$ cat src/rtl/seg7_scan_ctrl.sv
// Bus-mapped 8-digit seven-segment scanner: CPU-visible registers, per-frame shadow
// copy, one-hot active-low anode multiplexing with tick-0 guard and 16-level PWM.
module seg7_scan_ctrl #(
  parameter logic [31:0] BASE_ADDR = 32'h1000_0010,
  parameter int          TICK_DIV  = 781
) (
  input  logic        clk,
  input  logic        resetn,
  input  logic        mem_valid,
  input  logic [31:0] mem_addr,
  input  logic [31:0] mem_wdata,
  input  logic [3:0]  mem_wstrb,
  output logic        mem_ready,
  output logic [31:0] mem_rdata,
  output logic [7:0]  catodes,
  output logic [7:0]  anodes
);

  localparam int            PW        = (TICK_DIV > 1) ? $clog2(TICK_DIV) : 1;
  localparam logic [PW-1:0] PRESC_MAX = PW'(TICK_DIV - 1);

  function automatic logic [6:0] hex7(input logic [3:0] code);
    case (code)
      4'h0: hex7 = 7'h40;  4'h1: hex7 = 7'h79;  4'h2: hex7 = 7'h24;  4'h3: hex7 = 7'h30;
      4'h4: hex7 = 7'h19;  4'h5: hex7 = 7'h12;  4'h6: hex7 = 7'h02;  4'h7: hex7 = 7'h78;
      4'h8: hex7 = 7'h00;  4'h9: hex7 = 7'h10;  4'hA: hex7 = 7'h08;  4'hB: hex7 = 7'h03;
      4'hC: hex7 = 7'h46;  4'hD: hex7 = 7'h21;  4'hE: hex7 = 7'h06;  4'hF: hex7 = 7'h0E;
      default: hex7 = 7'h7F;
    endcase
  endfunction

  function automatic logic [31:0] merge_bytes(input logic [31:0] cur, input logic [31:0] wr,
                                              input logic [3:0] strb);
    merge_bytes = cur;
    for (int b = 0; b < 4; b++) begin
      if (strb[b]) merge_bytes[b*8 +: 8] = wr[b*8 +: 8];
    end
  endfunction

  logic          ready_r;
  logic [31:0]   rdata_r;
  logic [31:0]   data_r, sdata_r;
  logic [7:0]    dp_r, sdp_r;
  logic          en_r;
  logic [3:0]    bright_r;
  logic [7:0]    mask_r;
  logic          pend_r;
  logic [PW-1:0] presc_r;
  logic [3:0]    tick_r;
  logic [2:0]    digit_r;
  logic [7:0]    frame_r;
  logic [7:0]    anodes_r, catodes_r;

  logic          sel_s, acc_s, wr_s, wr_shadowed_s, copy_s, lit_s;
  logic          presc_wrap_s, tick_wrap_s, digit_wrap_s;
  logic [31:0]   rd_s;
  logic [3:0]    code_s;

  assign sel_s         = mem_valid && (mem_addr[31:4] == BASE_ADDR[31:4]);
  assign acc_s         = sel_s && !ready_r;
  assign wr_s          = acc_s && (mem_wstrb != 4'h0);
  assign wr_shadowed_s = wr_s && !mem_addr[3];
  assign presc_wrap_s  = (presc_r == PRESC_MAX);
  assign tick_wrap_s   = presc_wrap_s && (tick_r == 4'hF);
  assign digit_wrap_s  = tick_wrap_s && (digit_r == 3'd7);
  // Shadow reload only at the very first cycle of the digit-0 slot.
  assign copy_s        = en_r && pend_r && (presc_r == '0) && (tick_r == 4'h0) && (digit_r == 3'd0);

  // Register read mux
  always_comb begin
    rd_s = 32'h0;
    case (mem_addr[3:2])
      2'd0:    rd_s = data_r;
      2'd1:    rd_s = {24'h0, dp_r};
      2'd2:    rd_s = {8'h0, mask_r, 4'h0, bright_r, 7'h0, en_r};
      2'd3:    rd_s = {15'h0, pend_r, frame_r, 5'h0, digit_r};
      default: rd_s = 32'h0;
    endcase
  end

  // Lit decision and segment code for the current slot
  always_comb begin
    lit_s  = en_r && mask_r[digit_r] && (tick_r != 4'h0) && (tick_r <= bright_r);
    code_s = sdata_r[{digit_r, 2'b00} +: 4];
  end

  // Bus acknowledge, read data and CPU-visible registers
  always_ff @(posedge clk) begin
    if (!resetn) begin
      ready_r  <= 1'b0;
      rdata_r  <= 32'h0;
      data_r   <= 32'h0;
      dp_r     <= 8'h0;
      en_r     <= 1'b0;
      bright_r <= 4'hF;
      mask_r   <= 8'hFF;
    end else begin
      ready_r <= acc_s;
      rdata_r <= acc_s ? rd_s : 32'h0;
      if (wr_s) begin
        case (mem_addr[3:2])
          2'd0: data_r <= merge_bytes(data_r, mem_wdata, mem_wstrb);
          2'd1: if (mem_wstrb[0]) dp_r <= mem_wdata[7:0];
          2'd2: begin
            if (mem_wstrb[0]) en_r     <= mem_wdata[0];
            if (mem_wstrb[1]) bright_r <= mem_wdata[11:8];
            if (mem_wstrb[2]) mask_r   <= mem_wdata[23:16];
          end
          default: ;
        endcase
      end
    end
  end

  // Display shadow and pending flag; a colliding bus write keeps pending set
  always_ff @(posedge clk) begin
    if (!resetn) begin
      sdata_r <= 32'h0;
      sdp_r   <= 8'h0;
      pend_r  <= 1'b0;
    end else begin
      if (copy_s) begin
        sdata_r <= data_r;
        sdp_r   <= dp_r;
      end
      if (wr_shadowed_s)  pend_r <= 1'b1;
      else if (copy_s)    pend_r <= 1'b0;
    end
  end

  // Prescaler, tick, digit and frame counters; held at zero while disabled
  always_ff @(posedge clk) begin
    if (!resetn || !en_r) begin
      presc_r <= '0;
      tick_r  <= 4'h0;
      digit_r <= 3'd0;
      frame_r <= 8'h0;
    end else begin
      presc_r <= presc_wrap_s ? '0 : presc_r + 1'b1;
      if (presc_wrap_s) tick_r  <= tick_r + 4'h1;
      if (tick_wrap_s)  digit_r <= digit_r + 3'd1;
      if (digit_wrap_s) frame_r <= frame_r + 8'h1;
    end
  end

  // Registered anode and segment drivers
  always_ff @(posedge clk) begin
    if (!resetn) begin
      anodes_r  <= 8'hFF;
      catodes_r <= 8'hFF;
    end else if (lit_s) begin
      anodes_r  <= ~(8'h01 << digit_r);
      catodes_r <= {~sdp_r[digit_r], hex7(code_s)};
    end else begin
      anodes_r  <= 8'hFF;
      catodes_r <= 8'hFF;
    end
  end

  assign mem_ready = ready_r;
  assign mem_rdata = rdata_r;
  assign anodes    = anodes_r;
  assign catodes   = catodes_r;

endmodule

$ cat config.mk
export PLATFORM = sky130hd
export DESIGN_NAME = seg7_scan_ctrl
export DESIGN_NICKNAME = d
export VERILOG_FILES = /design/src/rtl/seg7_scan_ctrl.sv
export SDC_FILE = /design/constraint.sdc
export NUM_CORES = 1
export LEC_CHECK = 0
export BUFFER_PORTS_ARGS = -buffer_cell sky130_fd_sc_hd__buf_2
export CAP_MARGIN = 20
export CORE_MARGIN = 2
export CORE_UTILIZATION = 44
export DETAILED_ROUTE_END_ITERATION = 6
export PLACE_DENSITY = 0.76
export SLEW_MARGIN = 20
export SYNTH_ARGS = -nofsm -noshare
export SYNTH_HDL_FRONTEND = slang
export SYNTH_SLANG_ARGS = --single-unit
$ cat constraint.sdc
create_clock -name clk -period 3.83 [get_ports clk]
set_input_delay 0.5745 -clock clk [delete_from_list [all_inputs] [get_ports clk]]
set_output_delay 0.5745 -clock clk [all_outputs]
set_load 0.03 [all_outputs]
**Word level (Yosys, flattened, before mapping)**

Memory sizes are Yosys's and may differ from the RTL's. A register that Yosys moved wholly into a read port is not among the register bits.
Index checks and enable logic that the tools add are counted.

- Bits in registers: 168
- ROM bits: 112
- Output and inout bits: 49
- Memories kept: 1

Memories:

| memory | words | bits a word | rd ports | clocked after Yosys merged registers in | wr ports | line | text |
|---|---|---|---|---|---|---|---|
| (name not given) | 16 | 7 | 1 | 1 | 0 | 23 | `case (code)` |

- Add/subtract/negate cells: 4
- $lt $le $gt $ge: 2
- Equal/unequal tests: 7
- Shift operators: 2
- Mux-type cells: 7
- Bitwise logic cells: 2
- Reduce and logical (&&, ||, !) cells: 37

Operator list:

| kind | number |
|---|---|
| one-hot mux 32 bit (4 select lines) | 1 |
| variable part select 32 x 6 -> 4 bit | 1 |
| equality test 28 x 25 -> 1 bit (second input constant) | 1 |
| AND reduction 3 bit | 8 |
| logical AND 1 bit | 13 |
| adder 10 x 1 -> 10 bit (second input constant) | 1 |
| equality test 10 bit (second input constant) | 1 |
| zero test 10 bit | 1 |
| adder 8 x 1 -> 8 bit (second input constant) | 1 |
| inverter 8 bit | 1 |
| nonzero test 4 bit | 2 |
| << shifter 1 x 3 -> 8 bit (first input constant) | 1 |
| binary-select mux 1 bit (select 3 bit) | 2 |
| zero test 1 bit | 5 |
| adder 4 x 1 -> 4 bit (second input constant) | 1 |
| equality test 2 bit (second input constant) | 2 |
| equality test 4 bit (second input constant) | 1 |
| less-or-equal comparator 4 bit | 1 |
| zero test 4 bit | 1 |
| less-than comparator 3 x 4 -> 1 bit (second input constant) | 1 |
| two-way mux 1 bit | 4 |
| AND reduction 2 bit | 2 |
| adder 3 x 1 -> 3 bit (second input constant) | 1 |
| equality test 3 bit (second input constant) | 1 |
| other kinds (7) | 7 |

**Longest topological paths before layout**

- Depth after elaboration: 7
- Gate-level depth with buffers: 11
- Depth with buffers taken out: 8

**Least setup slack after synthesis**

OpenSTA, ideal clock, no wires.

- Path kind: register to register
- From: reg digit_r[0]
- To: reg catodes_r[0], in the netlist catodes[0]
- Arrival: 2,571 ps
- Data required time: 3,693 ps
- Path slack: 1,122 ps
- Cell stages (with the launch flop): 10
- Cells stage by stage: dfxtp_1 buf_2 buf_4 mux4_2 mux2i_1 inv_1 ha_1 or3b_2 o221ai_1 nand3_1

- Cells in the longest elaborated chain, start to end: 7

RTL lines:

| item | line | text |
|---|---|---|
| start, declared | 50 | `logic [2:0] digit_r;` |
| start signal, assigned | 141 | `if (tick_wrap_s) digit_r <= digit_r + 3'd1;` |
| binary-select mux 1 bit (select 3 bit) | 83 | `lit_s = en_r && mask_r[digit_r] && (tick_r != 4'h0) && (tick_r <= bright_r);` |
| two-way mux 1 bit (implied by the code) | 83 |  |
| logical AND 1 bit (3 in series) | 83 |  |
| AND reduction 2 bit (no source line) | - |  |
| zero test 1 bit (no source line) | - |  |
| end, declared | 52 | `logic [7:0] anodes_r, catodes_r;` |

Several ways; a longest one is shown, not always the timed one. The select of a mux whose other input is x is not followed.
A chain may end at the register's enable or synchronous reset.

**Worst setup path in the final report**

Ends and elaborated chain as after synthesis.

==> impl_metrics.csv <==
group,metric,value,unit
status,status,"completed",
final_layout,utilization,0.527,
floorplanning,fp.dieW,133,um
critical_path,crit_top_cell,"buf_4",
sta,setup_violations,0,
sta,tns,0,ns
route,drt_pass1_iterations,5,
sta,fin_skew,0.00979,ns
clock_network,tritoncts,"built",
critical_path,cp_slowest_cell,"dfxtp_1",
sta,maxSlewHeadroom,0.247,
yosys,async_reset_ff_frac,0,
pwr,power,3.60,mW
critical_path,path_class,"flop to flop",
min_path,hold_class,"input pin to flop",
route,vias_per_cell,5.09,
pwr,peakVddDrop,0.320,mV
route,ant_nets,0,
yosys,postSynthCellCount,728,
route,route.detailed.drc,0,
placement,postPlaceCellArea,8050,um^2
sta,rsz0062_at_grt,"no",
placement,dp_cells,1034,
sta,period_minus_slack,2.99,ns
pwr,power_density,416,nW/um^2
clock_network,cts_resized,0,
global_routing,antenna_found_initial,0,
global_routing,grt_max_degree,97,
critical_path,setup.worst_path.end_class,"flop",
critical_path,slowest_delay,0.67,ns
sta,slew_viol_final,0,
yosys,yosysWarnings,0,
clock_network,cts.sinks,168,
clock_network,cts_buffer_depth,2,
yosys,yosysMostFrequentCell,"dfxtp_1",
clock_network,cts_setup_buffers,0,
final_layout,drive_above_1_share,0.239,
final_layout,nets,925,
global_routing,grt_pass1_vias,5428,
sta,min_period_over_period,0.780,
yosys,synth_edf_count,0,
yosys,yosysUniqueCellTypes,45,
critical_path,crit_required,4.09,ns
sta,hold-worst-slack,0.370,ns
yosys,avgSynthCellArea,10.0,um^2
route,dr.first_iter.drc_count,236,
final_layout,area.growth.synth_to_final,18.8,%
pwr,power.static_leakage,3.31,nW
placement,place_hpwl,11200,um
floorplanning,die-area,17600,um^2
route,vias,5422,
sta,tightest_slew,1.12,ns
final_layout,layoutNonFillerInstCount,1066,
critical_path,cp-start-kind,"flop",
placement,portBuffers,117,
critical_path,worst-endpoint-arrival,3.25,ns
sta,finalWorstSetupSlack,0.841,ns
route,wl_per_cell,15.3,um
floorplanning,fp.coreArea,16400,um^2
clock_network,htree_levels,4,
placement,place_ws,0.835,ns
floorplanning,initial_utilization,0.444,
sta,hold_viol_final,0,
critical_path,cp_cell_sequence,"buf_4, mux4_2, mux2i_1, buf_4, inv_1, ha_1, or3b_2, o221ai_1, nand3_1",
floorplanning,core.rowCount,47,
sta,fmax,335,MHz
clock_network,insertion_delay,0.44,ns
yosys,synth_top_area_cell,"dfxtp_1",
clock_network,hold_buffers,0,
job,maxCapViolations,0,
floorplanning,io_pins,120,
yosys,synth_ff_type,"dfxtp_1",
yosys,synth_top_area_frac,0.462,
global_routing,grt_pass1_wl,27100,um
clock_network,cts_inserted_buffers,17,
clock_network,path_clk_slew,0.07,ns
final_layout,n_antenna_cell,0,
yosys,synth_area,7290,um^2
yosys,synth_fp_nets,820,
route,wirelength,16300,um
final_layout,final_cell_area,8650,um^2
placement,gp_congestion,0.799,
yosys,yosys_register_bits,168,
global_routing,grt_usage,0.195,
yosys,synth.area.top_cells,"dfxtp_1 (46%), mux2i_1 (10%), nand2_1 (5.6%), a21boi_0 (4.1%), mux4_2 (4.0%)",
critical_path,crit_fanout,9,
global_routing,grt-ovfl-total,0,
floorplanning,die_h,133,um
yosys,seq_area_frac_synth,0.462,
clock_network,clock-root-buffer,"clkbuf_16",
yosys,synth_commonest_cells,"dfxtp_1 (168), nand2_1 (109), mux2i_1 (73)",
==> layer usage <==
layer | track usage | vias to the layer above | routed length [um]
li1 | - | 2703 | -
met1 | 0.243 | 2567 | 7220
met2 | 0.322 | 125 | 8040
met3 | 0.0521 | 27 | 722
met4 | 0.0741 | 0 | 362
met5 | 0 | - | 0
==> final timing paths <==
kind / cells after the start / startpoint / slack (ns) / endpoint
worst max-delay path: 9 / digit_r[0]$_SDFFE_PP0N_ / 0.84 / catodes[0]$_SDFF_PN1_
worst min-delay path: 3 / mem_wdata[19] / 0.37 / mask_r[3]$_SDFFE_PN1P_
worst max register to register: 9 / digit_r[0]$_SDFFE_PP0N_ / 0.84 / catodes[0]$_SDFF_PN1_
worst min register to register: 2 / sdata_r[6]$_SDFFE_PN0P_ / 0.46 / sdata_r[6]$_SDFFE_PN0P_
==> layout by cell type, fill, tap and decap left out, drive strengths merged, types with 4 or more instances in the layout <==
cell type,n
ha,21
xnor2,4
mux4,13
and3,14
clkbuf,18
or2,7
inv,28
buf,128
mux2i,73
dfxtp,168
nor2,52
a21oi,8
nand2,109
a22oi,13
nor3,9
a21boi,40
nand4,16
nor4,16
nor2b,44
nand3,18
xor2,16
==> flip-flops by register name, summed over array words and instances (netlist names), 8 cells and up <==
name and count:
mask_r 8, frame_r 8, presc_r 10, mem_rdata 32, anodes 8, sdp_r 8
data_r 32, sdata_r 32, catodes 8, dp_r 8
==> layout make-up <==
type                            instances  area (um^2)
Clock buffer                           18          439
Clock inverter                         14          161
Fill cell                            1447         7750
Inverter                               20         75.1
Multi-Input combinational cell        498         3670
Sequential cell                       168         3360
Tap cell                              220          275
Timing Repair Buffer                  128          668
==> where the power goes <==
part | internal [mW] | switching [mW] | total, mW
logic | 0.0497 | 0.0611 | 0.111
clock network | 0.996 | 0.746 | 1.74
registers | 1.75 | 0.000000000257 | 1.75
total | 2.79 | 0.807 | 3.60
==> cells by family after synthesis <==
kind of cell | count (synthesis) | share of synthesized area
muxes | 89 | 0.145
adders and majority gates | 21 | 0.0361
buffers and inverters | 62 | 0.0349
and+or+nand+nor | 297 | 0.228
AOI/OAI and AO/OA | 71 | 0.0706
xor gates and xnor gates | 20 | 0.0240
DFF | 168 | 0.462
==> worst max-delay path: cells and delay by family, from the launching register on <==
| family | cells | cell delay, ns |
|---|---|---|
| multiplexers | 2 | 0.70 |
| flip-flops | 1 | 0.67 |
| buffers and inverters | 3 | 0.57 |
| AND/OR/NAND/NOR | 2 | 0.56 |
| adder cells (fa/ha/maj) | 1 | 0.23 |
| AO/OA/AOI/OAI | 1 | 0.08 |
Note: power is estimated with default switching activity, not from simulation.
